[src/rtl/hnoc_pkg.sv]
// hnoc_pkg: shared constants for the 8-PE hierarchical NoC and the packet destination extractor
package hnoc_pkg;
  localparam int NUM_PE = 8;
  localparam int ADDR_W = 3;
  localparam int DATA_W = 32;
  localparam int PKT_W = 35;
  function automatic logic [ADDR_W-1:0] pkt_dest(input logic [PKT_W-1:0] pkt);
    return pkt[DATA_W+:ADDR_W];
  endfunction
endpackage

[src/rtl/noc_fifo.sv]
// noc_fifo: first-word-fall-through FIFO; write side i_data/i_valid/o_ready, read side o_data/o_valid/i_ready, full/empty from registered occupancy
module noc_fifo #(
  parameter int Width = 35,
  parameter int Depth = 4
) (
  input  logic             clk,
  input  logic             rst,
  input  logic [Width-1:0] i_data,
  input  logic             i_valid,
  output logic             o_ready,
  output logic [Width-1:0] o_data,
  output logic             o_valid,
  input  logic             i_ready
);
  localparam int AW = $clog2(Depth);
  localparam int CW = $clog2(Depth + 1);
  logic [AW-1:0] wr_ptr_q, wr_ptr_d, rd_ptr_q, rd_ptr_d;
  logic [CW-1:0] cnt_q, cnt_d;
  logic [Width-1:0] mem_q [Depth];
  logic push, pop;
  assign o_ready = cnt_q != CW'(Depth);
  assign o_valid = cnt_q != '0;
  assign o_data = o_valid ? mem_q[rd_ptr_q] : '0;
  assign push = i_valid && o_ready;
  assign pop = o_valid && i_ready;
  always_comb begin
    wr_ptr_d = push ? wr_ptr_q + AW'(1) : wr_ptr_q;
    rd_ptr_d = pop ? rd_ptr_q + AW'(1) : rd_ptr_q;
    cnt_d = cnt_q + CW'(push) - CW'(pop);
  end
  always_ff @(posedge clk or posedge rst) begin
    if (rst) begin
      wr_ptr_q <= '0;
      rd_ptr_q <= '0;
      cnt_q <= '0;
    end else begin
      wr_ptr_q <= wr_ptr_d;
      rd_ptr_q <= rd_ptr_d;
      cnt_q <= cnt_d;
    end
  end
  always_ff @(posedge clk) begin
    if (push) mem_q[wr_ptr_q] <= i_data;
  end
endmodule

[src/rtl/pe_net_if.sv]
// pe_net_if: PE-to-router interface; TX FIFO (i_pe_* -> o_net_*), RX skid buffer with destination filter (i_net_* -> o_rx_*), saturating tx/rx/drop counters and sticky o_misroute cleared by i_clr_stats
module pe_net_if import hnoc_pkg::*; #(
  parameter int address = 0,
  parameter int AddressWidth = ADDR_W,
  parameter int DataWidth = DATA_W,
  parameter int TotalWidth = PKT_W,
  parameter int FifoDepth = 4,
  parameter int CntWidth = 16
) (
  input  logic                  clk,
  input  logic                  rst,
  input  logic [TotalWidth-1:0] i_pe_data,
  input  logic                  i_pe_valid,
  output logic                  o_pe_ready,
  output logic [TotalWidth-1:0] o_net_data,
  output logic                  o_net_valid,
  input  logic                  i_net_ready,
  input  logic [TotalWidth-1:0] i_net_data,
  input  logic                  i_net_valid,
  output logic                  o_net_ready,
  output logic [TotalWidth-1:0] o_rx_data,
  output logic                  o_rx_valid,
  input  logic                  i_rx_ready,
  input  logic                  i_clr_stats,
  output logic [CntWidth-1:0]   o_tx_count,
  output logic [CntWidth-1:0]   o_rx_count,
  output logic [CntWidth-1:0]   o_drop_count,
  output logic                  o_misroute
);
  localparam logic [AddressWidth-1:0] MyAddr = AddressWidth'(address % NUM_PE);
  logic match, drop, tx_pop, rx_pop;
  logic [CntWidth-1:0] tx_cnt_q, tx_cnt_d, rx_cnt_q, rx_cnt_d, drop_cnt_q, drop_cnt_d;
  logic misroute_q, misroute_d;
  function automatic logic [CntWidth-1:0] bump(input logic [CntWidth-1:0] c, input logic inc, input logic clr);
    return clr ? '0 : (inc && c != '1) ? c + CntWidth'(1) : c;
  endfunction
  noc_fifo #(.Width(TotalWidth), .Depth(FifoDepth)) u_tx (
    .clk(clk), .rst(rst),
    .i_data(i_pe_data), .i_valid(i_pe_valid), .o_ready(o_pe_ready),
    .o_data(o_net_data), .o_valid(o_net_valid), .i_ready(i_net_ready)
  );
  // misrouted beats are consumed by the handshake but never written
  noc_fifo #(.Width(TotalWidth), .Depth(2)) u_rx (
    .clk(clk), .rst(rst),
    .i_data(i_net_data), .i_valid(i_net_valid && match), .o_ready(o_net_ready),
    .o_data(o_rx_data), .o_valid(o_rx_valid), .i_ready(i_rx_ready)
  );
  assign match = i_net_data[DataWidth+:AddressWidth] == MyAddr;
  assign drop = i_net_valid && o_net_ready && !match;
  assign tx_pop = o_net_valid && i_net_ready;
  assign rx_pop = o_rx_valid && i_rx_ready;
  always_comb begin
    tx_cnt_d = bump(tx_cnt_q, tx_pop, i_clr_stats);
    rx_cnt_d = bump(rx_cnt_q, rx_pop, i_clr_stats);
    drop_cnt_d = bump(drop_cnt_q, drop, i_clr_stats);
    misroute_d = !i_clr_stats && (misroute_q || drop);
  end
  always_ff @(posedge clk or posedge rst) begin
    if (rst) begin
      tx_cnt_q <= '0;
      rx_cnt_q <= '0;
      drop_cnt_q <= '0;
      misroute_q <= 1'b0;
    end else begin
      tx_cnt_q <= tx_cnt_d;
      rx_cnt_q <= rx_cnt_d;
      drop_cnt_q <= drop_cnt_d;
      misroute_q <= misroute_d;
    end
  end
  assign o_tx_count = tx_cnt_q;
  assign o_rx_count = rx_cnt_q;
  assign o_drop_count = drop_cnt_q;
  assign o_misroute = misroute_q;
endmodule

[config.mk]
export PLATFORM = sky130hd
export DESIGN_NAME = pe_net_if
export DESIGN_NICKNAME = d
export VERILOG_FILES = /design/src/rtl/hnoc_pkg.sv /design/src/rtl/noc_fifo.sv /design/src/rtl/pe_net_if.sv
export SDC_FILE = /design/constraint.sdc
export NUM_CORES = 1
export LEC_CHECK = 0
export ABC_AREA = 1
export BUFFER_PORTS_ARGS = -buffer_cell sky130_fd_sc_hd__clkbuf_2
export CELL_PAD_IN_SITES_DETAIL_PLACEMENT = 1
export CELL_PAD_IN_SITES_GLOBAL_PLACEMENT = 2
export CORE_MARGIN = 2
export CORE_UTILIZATION = 39
export CTS_CLUSTER_SIZE = 20
export DETAILED_ROUTE_END_ITERATION = 16
export GPL_TIMING_DRIVEN = 0
export MAX_ROUTING_LAYER = met4
export PLACE_DENSITY_LB_ADDON = 0.1
export SETUP_SLACK_MARGIN = 0.02
export SYNTH_ARGS = -nofsm -noshare
export SYNTH_HDL_FRONTEND = slang
export SYNTH_SLANG_ARGS = --single-unit
[constraint.sdc]
create_clock -name clk -period 8.55 [get_ports clk]
set_input_delay 0.855 -clock clk [delete_from_list [all_inputs] [get_ports clk]]
set_output_delay 0.855 -clock clk [all_outputs]
set_load 0.02 [all_outputs]
---- Yosys cells after proc, flatten, opt, wreduce, memory -nomap -nowiden ----
Memory sizes are Yosys's and may differ from the RTL's.
Cells that the tools add are included.
operators by class
  $add $sub $neg .......................... 11
  multiplexer cells ....................... 12
  reduce and logical (&&, ||, !) cells .... 20
  equality and inequality tests ........... 5
operators by type and width
  cell                                           number
  2-to-1 mux 16 bit                              6
  2-to-1 mux 35 bit                              2
  adder 16 x 1 -> 16 bit, second input constant  3
  != test 16 bit, second input constant          3
  logical AND 1 bit                              11
  nonzero test 2 bit                             4
  adder 2 x 1 -> 2 bit, second input constant    2
  2-to-1 mux 1 bit                               4
  adder 3 x 1 -> 3 bit                           1
  logical NOT 3 bit                              1
  != test 3 bit, second input constant           1
  nonzero test 3 bit                             1
  subtractor 3 x 1 -> 3 bit                      1
  adder 1 bit, second input constant             2
  adder 2 x 1 -> 2 bit                           1
  logical NOT 1 bit                              2
  != test 2 bit, second input constant           1
  subtractor 2 x 1 -> 2 bit                      1
  logical OR 1 bit                               1
storage, ports and cells
  word-level logic and storage cells ...... 60
  bits of input ports ..................... 77
  bits in registers ....................... 60
  output and inout bits ................... 123
  memories ................................ 2
  memory bits (writable) .................. 210
memories
  memory      depth  width  read ports  clocked after memory_dff  write ports  line            RTL
  u_tx.mem_q  4      35     1           0                         1            noc_fifo.sv:19  logic [Width-1:0] mem_q [Depth];
  u_rx.mem_q  2      35     1           0                         1            noc_fifo.sv:19

---- Logic depth before layout (Yosys ltp) ----
  depth in word-level cells ............... 6
  mapped depth ............................ 10
  depth with buffers taken out ............ 10

---- Hierarchy ----
Synthesis repeated with hierarchy kept, for this count alone.
second synthesis, totals
  cell total of the unflattened synthesis .. 1302
  area total of the unflattened synthesis .. 12565.8 um2
modules (own cells, without submodules)
  module           area each (um2)  instances  cells each
  noc_fifo (u_tx)  6403.6           1          605
  pe_net_if        3153.0           1          478
  noc_fifo (u_rx)  3009.1           1          219

---- Least setup slack after synthesis ----
Ideal clock, no wire load.
  path type ............................... input port to flip-flop
  start ................................... input i_net_data[33]
  end ..................................... memory u_rx.mem_q[1][0], enable pin
  stages on the path ...................... 5
  arrival ................................. 2.859 ns
  path slack .............................. 5.264 ns
  data required time ...................... 8.123 ns
  path buffers ............................ 0
  cell sequence ........................... nor3_1 > inv_1 > nor2_1 > inv_1 > nor2_1
between the ends
  cells in the longest elaborated chain, start to end .. 5
RTL lines
  item                                    line             RTL
  from (decl)                             pe_net_if.sv:18  input logic [TotalWidth-1:0] i_net_data,
  logical NOT 3 bit                       pe_net_if.sv:48  assign match = i_net_data[DataWidth+:AddressWidth] == MyAddr;
  logical AND 1 bit                       pe_net_if.sv:45  .i_data(i_net_data), .i_valid(i_net_valid && match), .o_ready(o_net_ready),
  logical AND 1 bit                       noc_fifo.sv:24   assign push = i_valid && o_ready;
  named net u_rx.push                     noc_fifo.sv:20   logic push, pop;
  2-to-1 mux 1 bit                        noc_fifo.sv:43   if (push) mem_q[wr_ptr_q] <= i_data;
  2-to-1 mux 1 bit (not written as such)  noc_fifo.sv:43
  to (decl)                               noc_fifo.sv:19
The timed path passes the listed nets, and every way through them passes these cells.

---- Worst setup path in the final report ----
  start ................................... register u_tx.rd_ptr_q[1]
  end ..................................... output o_net_data[17]
between the ends
  cells in the longest elaborated chain, start to end .. 2
RTL lines
  item                      line             RTL
  from (decl)               noc_fifo.sv:17   logic [AW-1:0] wr_ptr_q, wr_ptr_d, rd_ptr_q, rd_ptr_d;
  from (signal assigned)    noc_fifo.sv:38   rd_ptr_q <= rd_ptr_d;
  memory read (4 x 35 bit)  -
  2-to-1 mux 35 bit         noc_fifo.sv:23   assign o_data = o_valid ? mem_q[rd_ptr_q] : '0;
  to (decl)                 pe_net_if.sv:15  output logic [TotalWidth-1:0] o_net_data,
Every way passes these cells.

==> results.json <==
{
  "rr_worst_depth": 7,
  "synth-edff-count": 210,
  "coreArea_um2": 29600,
  "fillers": 3285,
  "yosys.area.top_type": "edfxtp_1",
  "die_w_um": 177,
  "slew-limit-headroom": 0.460,
  "layout_common_cells": "nand2_1 (221), edfxtp_1 (210), clkbuf_2 (198), nor2_1 (190), o21ai_0 (76)",
  "cts_hold_buf": 0,
  "worstSkewPairLatency_ns": 0.56,
  "maxSlewViolCount": 0,
  "place.gp.congestion": 0.814,
  "synthArstFlopShare": 0.222,
  "timing.hold.ws_ns": 0.460,
  "cpPeakStageDelay_ns": 0.39,
  "cts_buffers": 30,
  "final_common_cell": "nand2_1",
  "period_share": 0.394,
  "cp_slowest_cell": "clkbuf_1",
  "synth.top_cell.area_share": 0.540,
  "start_util": 0.395,
  "area_growth_pct": 22.8,
  "htreeDepth": 1,
  "arrival_ns": 2.52,
  "clk_path_buf_depth": 3,
  "synthesis.instances": 1099,
  "worstMarginPinSlew_ns": 0.810,
  "synth_warnings": 0,
  "dr_wl_met2_um": 14800,
  "io_pins": 200,
  "drive_gt1_frac": 0.214,
  "status": "finished clean",
  "path_clk_slew_ns": 0.06,
  "met1_length_um": 13900,
  "hold_viol": 0,
  "rsz0062_at_grt": "no",
  "cts_tree": "done",
  "grt_pass1_wl_um": 48700,
  "routed.top_layer": "met4",
  "synth_top_cells_by_area": "edfxtp_1 (54%), dfrtp_1 (13%), nand2_1 (7.1%)",
  "tns_ns": 0,
  "post_cts_resized": 0,
  "critical_path_peak_fanout": 10,
  "vias": 8616,
  "track_usage": 0.205,
  "routed-wl-met3_um": 1690,
  "grt_pass1_vias": 8899,
  "r2r_start": "u_tx.cnt_q[2]",
  "setup_violations": 0,
  "synth_cell_type_count": 32,
  "crit_buf_inv": 4,
  "die_area_um2": 31300,
  "routedWlPerCell_um": 17.6,
  "ant_nets": 0,
  "avgViaCountPerCell": 4.93,
  "min_period_ns": 3.37,
  "antenna_found_initial": 2,
  "holdCritPathClass": "input port to async pin",
  "p_leak_uw": 0.00587,
  "ir_worst_vdd_mv": 0.191,
  "drtIter0Drc": 393,
  "grt_max_degree": 61,
  "route.detailed.drc": 0,
  "overflow": 0,
  "yosysSeqAreaShare": 0.669,
  "first_pass_iters": 4,
  "ys_ff_latch": 270,
  "cts-root-buf": "clkbuf_16",
  "io_buffers": 198,
  "crit_chain": "buf_2 -> clkinv_1 -> clkbuf_1 -> nor2_1 -> o21ai_0 -> a21oi_1 -> clkbuf_2",
  "rows": 63,
  "nets": 1424,
  "avgSynthCellArea_um2": 10.6,
  "startpoint_type": "flip-flop",
  "synthFlopType": "edfxtp_1",
  "cap_violations": 0,
  "crit_required_ns": 7.70,
  "crit_path_end_kind": "primary output",
  "cts.sinks": 270,
  "dpl.hpwl_um": 21500,
  "cts_setup_buffers": 0,
  "syn-cell-area_um2": 11700,
  "regToRegSetupSlack_ns": 6.16,
  "clock_skew_ns": 0.0264,
  "synth_nets": 1188,
  "fmax_mhz": 297,
  "totalWireLength_um": 30800,
  "setup.worst_path.class": "flip-flop to primary output",
  "cpLargestDelayFamily": "buffers and inverters",
  "die_h_um": 177,
  "powerDensity_nw_per_um2": 324,
  "rr_endpoint": "u_tx.cnt_q[2]"
}
[kinds of logic after synthesis]
logic type / share of synthesized area
AO/OA/AOI/OAI: 0.0696
XOR/XNOR: 0.0225
adder cells (fa/ha/maj): 0.0135
buffers and inverters: 0.0365
flip-flops: 0.669
AND/OR/NAND/NOR: 0.189
[cell usage after synthesis, types with 5 or more instances]
| cell | instances |
|---|---|
| nand3_1 | 48 |
| nor2_1 | 196 |
| edfxtp_1 | 210 |
| nand4_1 | 20 |
| dfrtp_1 | 60 |
| nand2_2 | 15 |
| o21bai_1 | 5 |
| xnor2_1 | 7 |
| xor2_1 | 23 |
| inv_1 | 55 |
| clkbuf_1 | 30 |
| nor2_4 | 7 |
| buf_1 | 6 |
| o21ai_1 | 6 |
| a21oi_1 | 71 |
| nor3_1 | 6 |
| inv_2 | 5 |
| o21ai_0 | 76 |
| nand2_1 | 221 |
| ha_1 | 11 |
[flip-flops by register name, indices dropped and copies added (netlist names)]
register / flops
u_tx.mem_q: 140
u_rx.mem_q: 70
o_drop_count: 16
o_rx_count: 16
o_tx_count: 16
u_tx.cnt_q: 3
u_rx.cnt_q: 2
u_tx.rd_ptr_q: 2
u_tx.wr_ptr_q: 2
o_misroute: 1
u_rx.rd_ptr_q: 1
u_rx.wr_ptr_q: 1
[worst reg2reg max path, cell delays in order (launching register included)]
cell and delay, ns:
dfrtp_1 0.42, nor3_4 0.59, nor2_2 0.17, ha_1 0.33, inv_1 0.04, ha_1 0.18
fa_1 0.38, xor2_1 0.17
[metrics by stage]
stage / instances / utilization / setup slack (ns) / instance area [µm²] / power (µW)
6_report: 1749 / 0.485 / 5.18 / 14300 / 4650
5_1_grt: 1749 / 0.485 / 4.98 / 14300 / 4930
4_1_cts: 1747 / 0.485 / 5.13 / 14300 / 4730
3_5_place_dp: 1693 / 0.451 / 5.73 / 13300 / 3440
3_3_place_gp: 1687 / 0.445 / 4.07 / 13100 / 3360
2_1_floorplan: 1099 / - / 5.26 / 11700 / 2750
[where the power goes]
group          total (µW)  switching [µW]  internal (µW)
clock network        1280             506            769
registers            1670            61.9           1610
logic                1700            1210            491
total                4650            1780           2870
[metal layers]
layer / vias to the layer above / global-route usage
met5: - / -
met1: 4210 / 0.265
li1: 4198 / -
met2: 172 / 0.337
met4: 0 / 0.0406
met3: 36 / 0.0412
[how the worst max path moves through the flow]
stage                                    to  depth (start not counted)             start
after global placement    u_rx.mem_q[0][15]                          6    i_net_data[33]
final                        o_net_data[17]                          7  u_tx.rd_ptr_q[1]
after CTS                     o_net_data[7]                          7  u_tx.rd_ptr_q[1]
after global routing         o_net_data[31]                          7  u_tx.rd_ptr_q[1]
after detailed placement     o_net_data[17]                          7  u_tx.rd_ptr_q[1]
after floorplan            u_rx.mem_q[1][0]                          5    i_net_data[33]
[cell type report]
| type | count | area, µm² | share of cell area |
|---|---|---|---|
| multi-input combinational | 723 | 3480 | 0.243 |
| clock buffer | 37 | 787 | 0.0549 |
| antenna | 2 | 5.00 | 0.000349 |
| timing repair buffer | 204 | 1140 | 0.0796 |
| buffer | 43 | 189 | 0.0132 |
| inverter | 63 | 239 | 0.0167 |
| sequential | 270 | 7810 | 0.545 |
| tap | 390 | 488 | 0.0341 |
| clock inverter | 17 | 193 | 0.0134 |
Note: power is estimated with default switching activity, not from simulation.
